===== config.mk =====
export PLATFORM = sky130hd
export DESIGN_NAME = acc_stack_regfile_flat
export DESIGN_NICKNAME = d
export VERILOG_FILES = /design/src/rtl/acc_stack_regfile_if.sv /design/src/rtl/acc_stack_regfile.sv /design/src/flat_wrapper.sv
export SDC_FILE = /design/constraint.sdc
export NUM_CORES = 1
export LEC_CHECK = 0
export ABC_AREA = 1
export ABC_CLOCK_PERIOD_IN_PS = 4300
export CAP_MARGIN = 40
export CORE_MARGIN = 1.5
export CORE_UTILIZATION = 40
export DETAILED_ROUTE_END_ITERATION = 16
export GPL_ROUTABILITY_DRIVEN = 0
export GPL_TIMING_DRIVEN = 0
export PLACE_DENSITY = 0.6
export SLEW_MARGIN = 20
export SYNTH_ARGS = -nofsm -noshare
export SYNTH_HDL_FRONTEND = slang
export SYNTH_SLANG_ARGS = --single-unit
export TNS_END_PERCENT = 50

===== constraint.sdc =====
create_clock -name clk -period 4.3 [get_ports clk]
set_input_delay 0.645 -clock clk [delete_from_list [all_inputs] [get_ports clk]]
set_output_delay 0.645 -clock clk [all_outputs]
set_load 0.01 [all_outputs]

===== src/rtl/acc_stack_regfile_if.sv =====
// Bus bundle for the accumulator/register-file block: control and write data in,
// read data, accumulator and save-stack status out.
interface acc_stack_regfile_if #(
  parameter int DW = 8,
  parameter int AW = 3,
  parameter int CW = 3
);
  logic          wen;
  logic [2:0]    acc_ctl;
  logic [AW-1:0] ra1;
  logic [AW-1:0] ra2;
  logic [DW-1:0] wd;
  logic          acc_push;
  logic          acc_pop;
  logic [DW-1:0] rd1;
  logic [DW-1:0] rd2;
  logic [DW-1:0] acc_q;
  logic          stk_full;
  logic          stk_empty;
  logic [CW-1:0] stk_cnt;
  logic          stk_err;

  modport master (
    output wen, acc_ctl, ra1, ra2, wd, acc_push, acc_pop,
    input  rd1, rd2, acc_q, stk_full, stk_empty, stk_cnt, stk_err
  );

  modport slave (
    input  wen, acc_ctl, ra1, ra2, wd, acc_push, acc_pop,
    output rd1, rd2, acc_q, stk_full, stk_empty, stk_cnt, stk_err
  );
endinterface


===== src/rtl/acc_stack_regfile.sv =====
// General register file plus an accumulator with a LIFO save stack.
// Reads are combinational from pre-edge state; all updates on the rising clock edge.
module acc_stack_regfile #(
  parameter int DW     = 8,
  parameter int NREG   = 8,
  parameter int SDEPTH = 4
) (
  input logic                clk,
  input logic                rst,
  acc_stack_regfile_if.slave bus
);
  localparam int AW = $clog2(NREG);
  localparam int CW = $clog2(SDEPTH + 1);
  localparam int SW = (SDEPTH > 1) ? $clog2(SDEPTH) : 1;
  localparam logic [CW-1:0] FULL_CNT = CW'(SDEPTH);

  logic [DW-1:0] rf  [NREG];
  logic [DW-1:0] stk [SDEPTH];
  logic [DW-1:0] acc;
  logic [CW-1:0] cnt;
  logic          err;

  logic [AW-1:0] ra1;
  logic [AW-1:0] ra2;
  logic          full;
  logic          empty;
  logic          push_req;
  logic          pop_req;
  logic          push_ok;
  logic          pop_ok;
  logic          misuse;
  logic [CW-1:0] cnt_m1;
  logic [SW-1:0] push_idx;
  logic [SW-1:0] pop_idx;
  logic [DW-1:0] rd1;
  logic [DW-1:0] rd2;

  assign ra1      = bus.ra1;
  assign ra2      = bus.ra2;
  assign full     = (cnt == FULL_CNT);
  assign empty    = (cnt == '0);
  assign push_req = bus.acc_push & ~bus.acc_pop;
  assign pop_req  = bus.acc_pop & ~bus.acc_push;
  assign push_ok  = push_req & ~full;
  assign pop_ok   = pop_req & ~empty;
  // Simultaneous push+pop is treated as misuse, same as overflow/underflow.
  assign misuse   = (bus.acc_push & bus.acc_pop) | (push_req & full) | (pop_req & empty);
  assign cnt_m1   = cnt - CW'(1);
  assign push_idx = cnt[SW-1:0];
  assign pop_idx  = cnt_m1[SW-1:0];

  always_comb begin
    rd1 = rf[ra1];
    rd2 = rf[ra2];
    case (bus.acc_ctl[1:0])
      2'b01:   rd2 = acc;
      2'b10:   rd1 = acc;
      2'b11: begin
        rd1 = acc;
        rd2 = acc;
      end
      default: ;
    endcase
  end

  always_ff @(posedge clk) begin
    if (rst) begin
      for (int i = 0; i < NREG; i++) rf[i] <= '0;
      for (int i = 0; i < SDEPTH; i++) stk[i] <= '0;
      acc <= '0;
      cnt <= '0;
      err <= 1'b0;
    end else begin
      if (bus.wen && bus.acc_ctl[2]) rf[ra2] <= bus.wd;

      // A restore from the stack wins over a same-cycle accumulator write.
      if (pop_ok)                          acc <= stk[pop_idx];
      else if (bus.wen && !bus.acc_ctl[2]) acc <= bus.wd;

      if (push_ok) begin
        stk[push_idx] <= acc;
        cnt           <= cnt + CW'(1);
      end else if (pop_ok) begin
        cnt <= cnt_m1;
      end

      if (misuse) err <= 1'b1;
    end
  end

  assign bus.rd1       = rd1;
  assign bus.rd2       = rd2;
  assign bus.acc_q     = acc;
  assign bus.stk_full  = full;
  assign bus.stk_empty = empty;
  assign bus.stk_cnt   = cnt;
  assign bus.stk_err   = err;
endmodule


===== src/flat_wrapper.sv =====
// flat-port wrapper written by rule: the top's interface ports become plain ports
module acc_stack_regfile_flat 
#(
  parameter int DW     = 8,
  parameter int NREG   = 8,
  parameter int SDEPTH = 4
)
  (clk, rst, bus_wen, bus_acc_ctl, bus_ra1, bus_ra2, bus_wd, bus_acc_push, bus_acc_pop, bus_rd1, bus_rd2, bus_acc_q, bus_stk_full, bus_stk_empty, bus_stk_cnt, bus_stk_err);
  acc_stack_regfile_if #(.DW(DW), .AW((3)), .CW((3))) bus_i ();
  input logic clk;
  input logic rst;
  input wire logic [$bits(bus_i.wen)-1:0] bus_wen;
  input wire logic [$bits(bus_i.acc_ctl)-1:0] bus_acc_ctl;
  input wire logic [$bits(bus_i.ra1)-1:0] bus_ra1;
  input wire logic [$bits(bus_i.ra2)-1:0] bus_ra2;
  input wire logic [$bits(bus_i.wd)-1:0] bus_wd;
  input wire logic [$bits(bus_i.acc_push)-1:0] bus_acc_push;
  input wire logic [$bits(bus_i.acc_pop)-1:0] bus_acc_pop;
  output wire logic [$bits(bus_i.rd1)-1:0] bus_rd1;
  output wire logic [$bits(bus_i.rd2)-1:0] bus_rd2;
  output wire logic [$bits(bus_i.acc_q)-1:0] bus_acc_q;
  output wire logic [$bits(bus_i.stk_full)-1:0] bus_stk_full;
  output wire logic [$bits(bus_i.stk_empty)-1:0] bus_stk_empty;
  output wire logic [$bits(bus_i.stk_cnt)-1:0] bus_stk_cnt;
  output wire logic [$bits(bus_i.stk_err)-1:0] bus_stk_err;
  assign bus_i.wen = bus_wen;
  assign bus_i.acc_ctl = bus_acc_ctl;
  assign bus_i.ra1 = bus_ra1;
  assign bus_i.ra2 = bus_ra2;
  assign bus_i.wd = bus_wd;
  assign bus_i.acc_push = bus_acc_push;
  assign bus_i.acc_pop = bus_acc_pop;
  assign bus_rd1 = bus_i.rd1;
  assign bus_rd2 = bus_i.rd2;
  assign bus_acc_q = bus_i.acc_q;
  assign bus_stk_full = bus_i.stk_full;
  assign bus_stk_empty = bus_i.stk_empty;
  assign bus_stk_cnt = bus_i.stk_cnt;
  assign bus_stk_err = bus_i.stk_err;
  acc_stack_regfile #(.DW(DW), .NREG(NREG), .SDEPTH(SDEPTH)) u_core (.clk(clk), .rst(rst), .bus(bus_i));
endmodule

Word-level counts from Yosys, hierarchy flattened. Memory sizes are Yosys's and may differ from the RTL's. Cells that the tools add are included.

Add/sub/neg operators: 2. $mul: 0. Div/mod/pow operators: 0. Magnitude comparators: 0. Equal/unequal tests: 4. Shifts and indexed selects: 0. Multiplexer cells: 20. Bitwise gates (word level): 13. Reductions and logical operators: 10.

Operator list (number): 2-to-1 mux 8 bit (6); OR reduction 8 bit (2); 2-to-1 mux 1 bit (10); 2-to-1 mux 3 bit (3); bitwise AND 1 bit (7); == test 2 bit (second input constant) (2); inverter 1 bit (4); nonzero test 2 bit (2); OR reduction 2 bit (2); adder 3 x 1 -> 3 bit (second input constant) (1); == test 3 bit (second input constant) (1); zero test 3 bit (1); subtractor 3 x 1 -> 3 bit (second input constant) (1); == test 2 x 1 -> 1 bit (second input constant) (1); logical AND 1 bit (2); 2-to-1 mux 2 bit (1); OR 1 bit (2); zero test 1 bit (1).

Register bits after elaboration: 12. Bits in latches: 0. RAM bits: 96. ROM bits: 0. Input bits: 22. Output and inout bits: 30. Logic and storage cells: 54. Memories kept: 2.

Memory list: u_core.rf (words 8, bits a word 8, read ports 2, clocked after Yosys merged registers in 0, write ports 8, RTL line acc_stack_regfile.sv:17) `logic [DW-1:0] rf [NREG];`; u_core.stk (words 4, bits a word 8, read ports 1, clocked after Yosys merged registers in 0, write ports 4, RTL line acc_stack_regfile.sv:18) `logic [DW-1:0] stk [SDEPTH];`.

Logic depth before layout (Yosys ltp).
Word-level depth: 8. Depth in mapped cells: 11.

Least setup slack after synthesis. OpenSTA, ideal clock, no wires.

Kind: flip-flop to flip-flop. Start point: register u_core.cnt[0] (netlist: u_core.bus.stk_cnt[0]). End point: memory u_core.stk[3][0], enable pin. Library setup time: 0.387 ns. Arrival: 1.851 ns. Path slack: 2.063 ns. Cell stages (with the launch flop): 7. Buffers on the path: 1. Clock period less this slack: 2.237 ns. Cell sequence: dfxtp_1 inv_2 buf_2 ha_1 nand2_2 nand3_1 o31ai_1.

RTL lines: start: declaration (RTL line acc_stack_regfile.sv:20) `logic [CW-1:0] cnt;`; start signal: assignment (RTL line acc_stack_regfile.sv:82) `cnt <= cnt + CW'(1);`; start signal: assignment (RTL line acc_stack_regfile.sv:84) `cnt <= cnt_m1;`; end: declaration (RTL line acc_stack_regfile.sv:18).

Worst setup path after layout.
Start point: input port bus_ra1[1]. End point: output port bus_rd1[3].

Word-level cells in the longest chain between the ends: 2.

Ends and longest elaborated chain: start: declaration (RTL line flat_wrapper.sv:14) `input wire logic [$bits(bus_i.ra1)-1:0] bus_ra1;`; memory (8 x 8 bit); 2-to-1 mux 8 bit (RTL line acc_stack_regfile.sv:55) `case (bus.acc_ctl[1:0])`; end: declaration (RTL line flat_wrapper.sv:19) `output wire logic [$bits(bus_i.rd1)-1:0] bus_rd1;`.

No other way between the ends.

==> qor.csv <==
metric,value,unit
gr-usage-met1,0.294,
crit_arrival,2800,ps
grt.busiest_layer,met2,
critPathCaptureType,primary output,
setup-violations-final,0,
fmax,0.291,GHz
cts_buffers,9,
cts_num_sinks,108,
async_reset_ff_frac,0,
synthAdderAreaFrac,0.00617,
cts_hold_buf,0,
hold_start,u_core.bus.stk_err,
min_to,u_core.bus.stk_err,
synth_top_family_by_area,simple AND/OR/NAND/NOR gates,
grt_max_degree,20,
cap_viol_max_count,0,
use_met3,0.0375,
final_area,7070,um2
cp-start-kind,primary input,
synth_area_per_cell,7.86,um2
final_hold_viol_count,0,
synthSimpleGateAreaFrac,0.374,
period_share,0.800,
cts_tree,built,
drtIter0Drc,553,
hold_class,flip-flop to flip-flop,
ios,52,
num_antenna_cells,0,
yosysTopAreaCell,edfxtp_1,
antenna_found_initial,0,
synth_commonest_cells,"322 x nand2_1, 149 x nor2_1, 96 x edfxtp_1",
netlist_area,6090,um2
cts_setup_buffers,0,
cp_max_fo,10,
cts_root_buffer,clkbuf_16,
synth_edf_count,96,
start_util,0.414,
fin_skew,4.91,ps
yosys.cell_count.top_type,nand2_1,
dieArea,16000,um2
power_leakage,3.16,nW
dp_hpwl,13900,um
tns,0,ps
synth-seq-cells,108,
clk_latency,350,ps
place_area,6780,um2
worst_pin_slew,785,ps
synthFlopType,edfxtp_1,
drv_slew,0,
die_w,126,um
drive_gt1_frac,0.0897,
drt-pass1-iter-count,5,
groute.usage.overall,0.246,
vias_per_cell,5.28,
num_vias,5385,
synth_nets,799,
r2r-end,u_core.stk[0][7],
grt_setup_unrepaired,no,
min_path_cells,2,
fin_crit,3440,ps
r2r_cells,10,
r2r-start,u_core.bus.stk_cnt[0],
coreArea,14700,um2
die_h,126,um
avgRoutedWirePerCell,18.4,um
synth_xor_area_frac,0,
portBuffers,46,
layout.nets,856,
route.detailed.drc,0,
worstPathRequired,3650,ps
synth_warnings,0,
use_met2,0.435,
yosysTopAreaCellShare,0.474,
synth_compound_area_frac,0.0374,
routed_wirelength,18800,um
post_cts_resized,0,
grt_overflow_total,0,
rows,44,
synthCells,774,
r2r_slack,1900,ps
synth.distinct_cells,31,
grt_pass1_wl,29200,um
ys_seq_area_frac,0.513,
ys_top_cells_by_area,"edfxtp_1 47%, nand2_1 20%, nor2_1 9.2%",
drtAntennaViolNets,0,
syn_to_final_growth,16.1,%
path_class,primary input to primary output,
powerDensity,387,nW/um2
slew_headroom,0.473,
status,completed,
synth.area.mux_share,0,
grt_pass1_vias,5333,
cts_max_level,3,
peakVddDrop,0.000195,V
path_clk_slew,70,ps
cts_buffer_depth,2,
[per-stage QoR]
stage	hold slack, ps	utilization	std cells	power (mW)	worst slack (ps)
finish	456	0.481	1020	2.74	858
global route	505	0.481	1020	2.86	780
CTS	461	0.481	1020	2.74	878
detailed placement	450	0.461	1004	1.94	904
global placement	440	0.461	1004	1.93	922
floorplan	468	-	774	1.67	2060
[metal layers]
metal,routed length [um],share of wire
met2,9450,0.50
met3,1210,0.065
met5,0,0
met1,7220,0.38
met4,870,0.046
[cells in the final DEF (no fill, tap or decap), drive strengths merged]
cell           instances
o21ai                 23
clkdlybuf4s50         46
o211ai                10
a21oi                  4
dfxtp                 12
o31ai                  1
nor3                   8
nand2                328
o22ai                  1
edfxtp                96
ha                     3
clkbuf                20
inv                   57
nor2                 154
clkinvlp               2
buf                   24
nand4                 10
nand3                 37
[critical path: stages]
cell	delay (ps)
clkdlybuf4s50_1	430
inv_1	140
clkbuf_1	480
nand3_1	210
nand3_1	120
nand3_1	100
nand2_1	120
clkdlybuf4s50_1	560
[sequential cells by signal, summed over array words and instances, names as in the netlist]
| name | count |
|---|---|
| u_core.bus.stk_cnt | 3 |
| u_core.bus.stk_err | 1 |
| u_core.stk | 32 |
| u_core.bus.acc_q | 8 |
| u_core.rf | 64 |
[how the worst max path moves through the flow]
stage	slack (ps)	to	cells after the start	startpoint
final	860	bus_rd1[3]	8	bus_ra1[1]
after detailed placement	900	bus_rd1[1]	8	bus_ra1[1]
after global placement	920	bus_rd1[1]	8	bus_ra1[1]
after CTS	880	bus_rd1[1]	8	bus_ra1[1]
after floorplan	2060	u_core.stk[3][0]	6	u_core.bus.stk_cnt[0]
after global routing	780	bus_rd2[3]	9	bus_ra2[1]
[power by group]
part	internal (mW)	total, mW	switching [mW]
logic	0.233	0.653	0.419
registers	1.21	1.28	0.0603
clock network	0.406	0.809	0.403
[layout make-up]
cell class,count,area (um2)
Clock buffer,10,229
Buffer,34,215
Clock inverter,6,55.1
Fill cell,1433,7630
Timing Repair Buffer,46,460
Inverter,53,204
Sequential cell,108,3120
Multi-Input combinational cell,579,2550
Tap cell,184,230
[cells by family after synthesis]
| family | Yosys count |
|---|---|
| buffers and inverters | 87 |
| AOI/OAI and AO/OA | 39 |
| adders and majority gates | 3 |
| and+or+nand+nor | 537 |
| DFF | 108 |
Note: power is estimated with default switching activity, not from simulation.
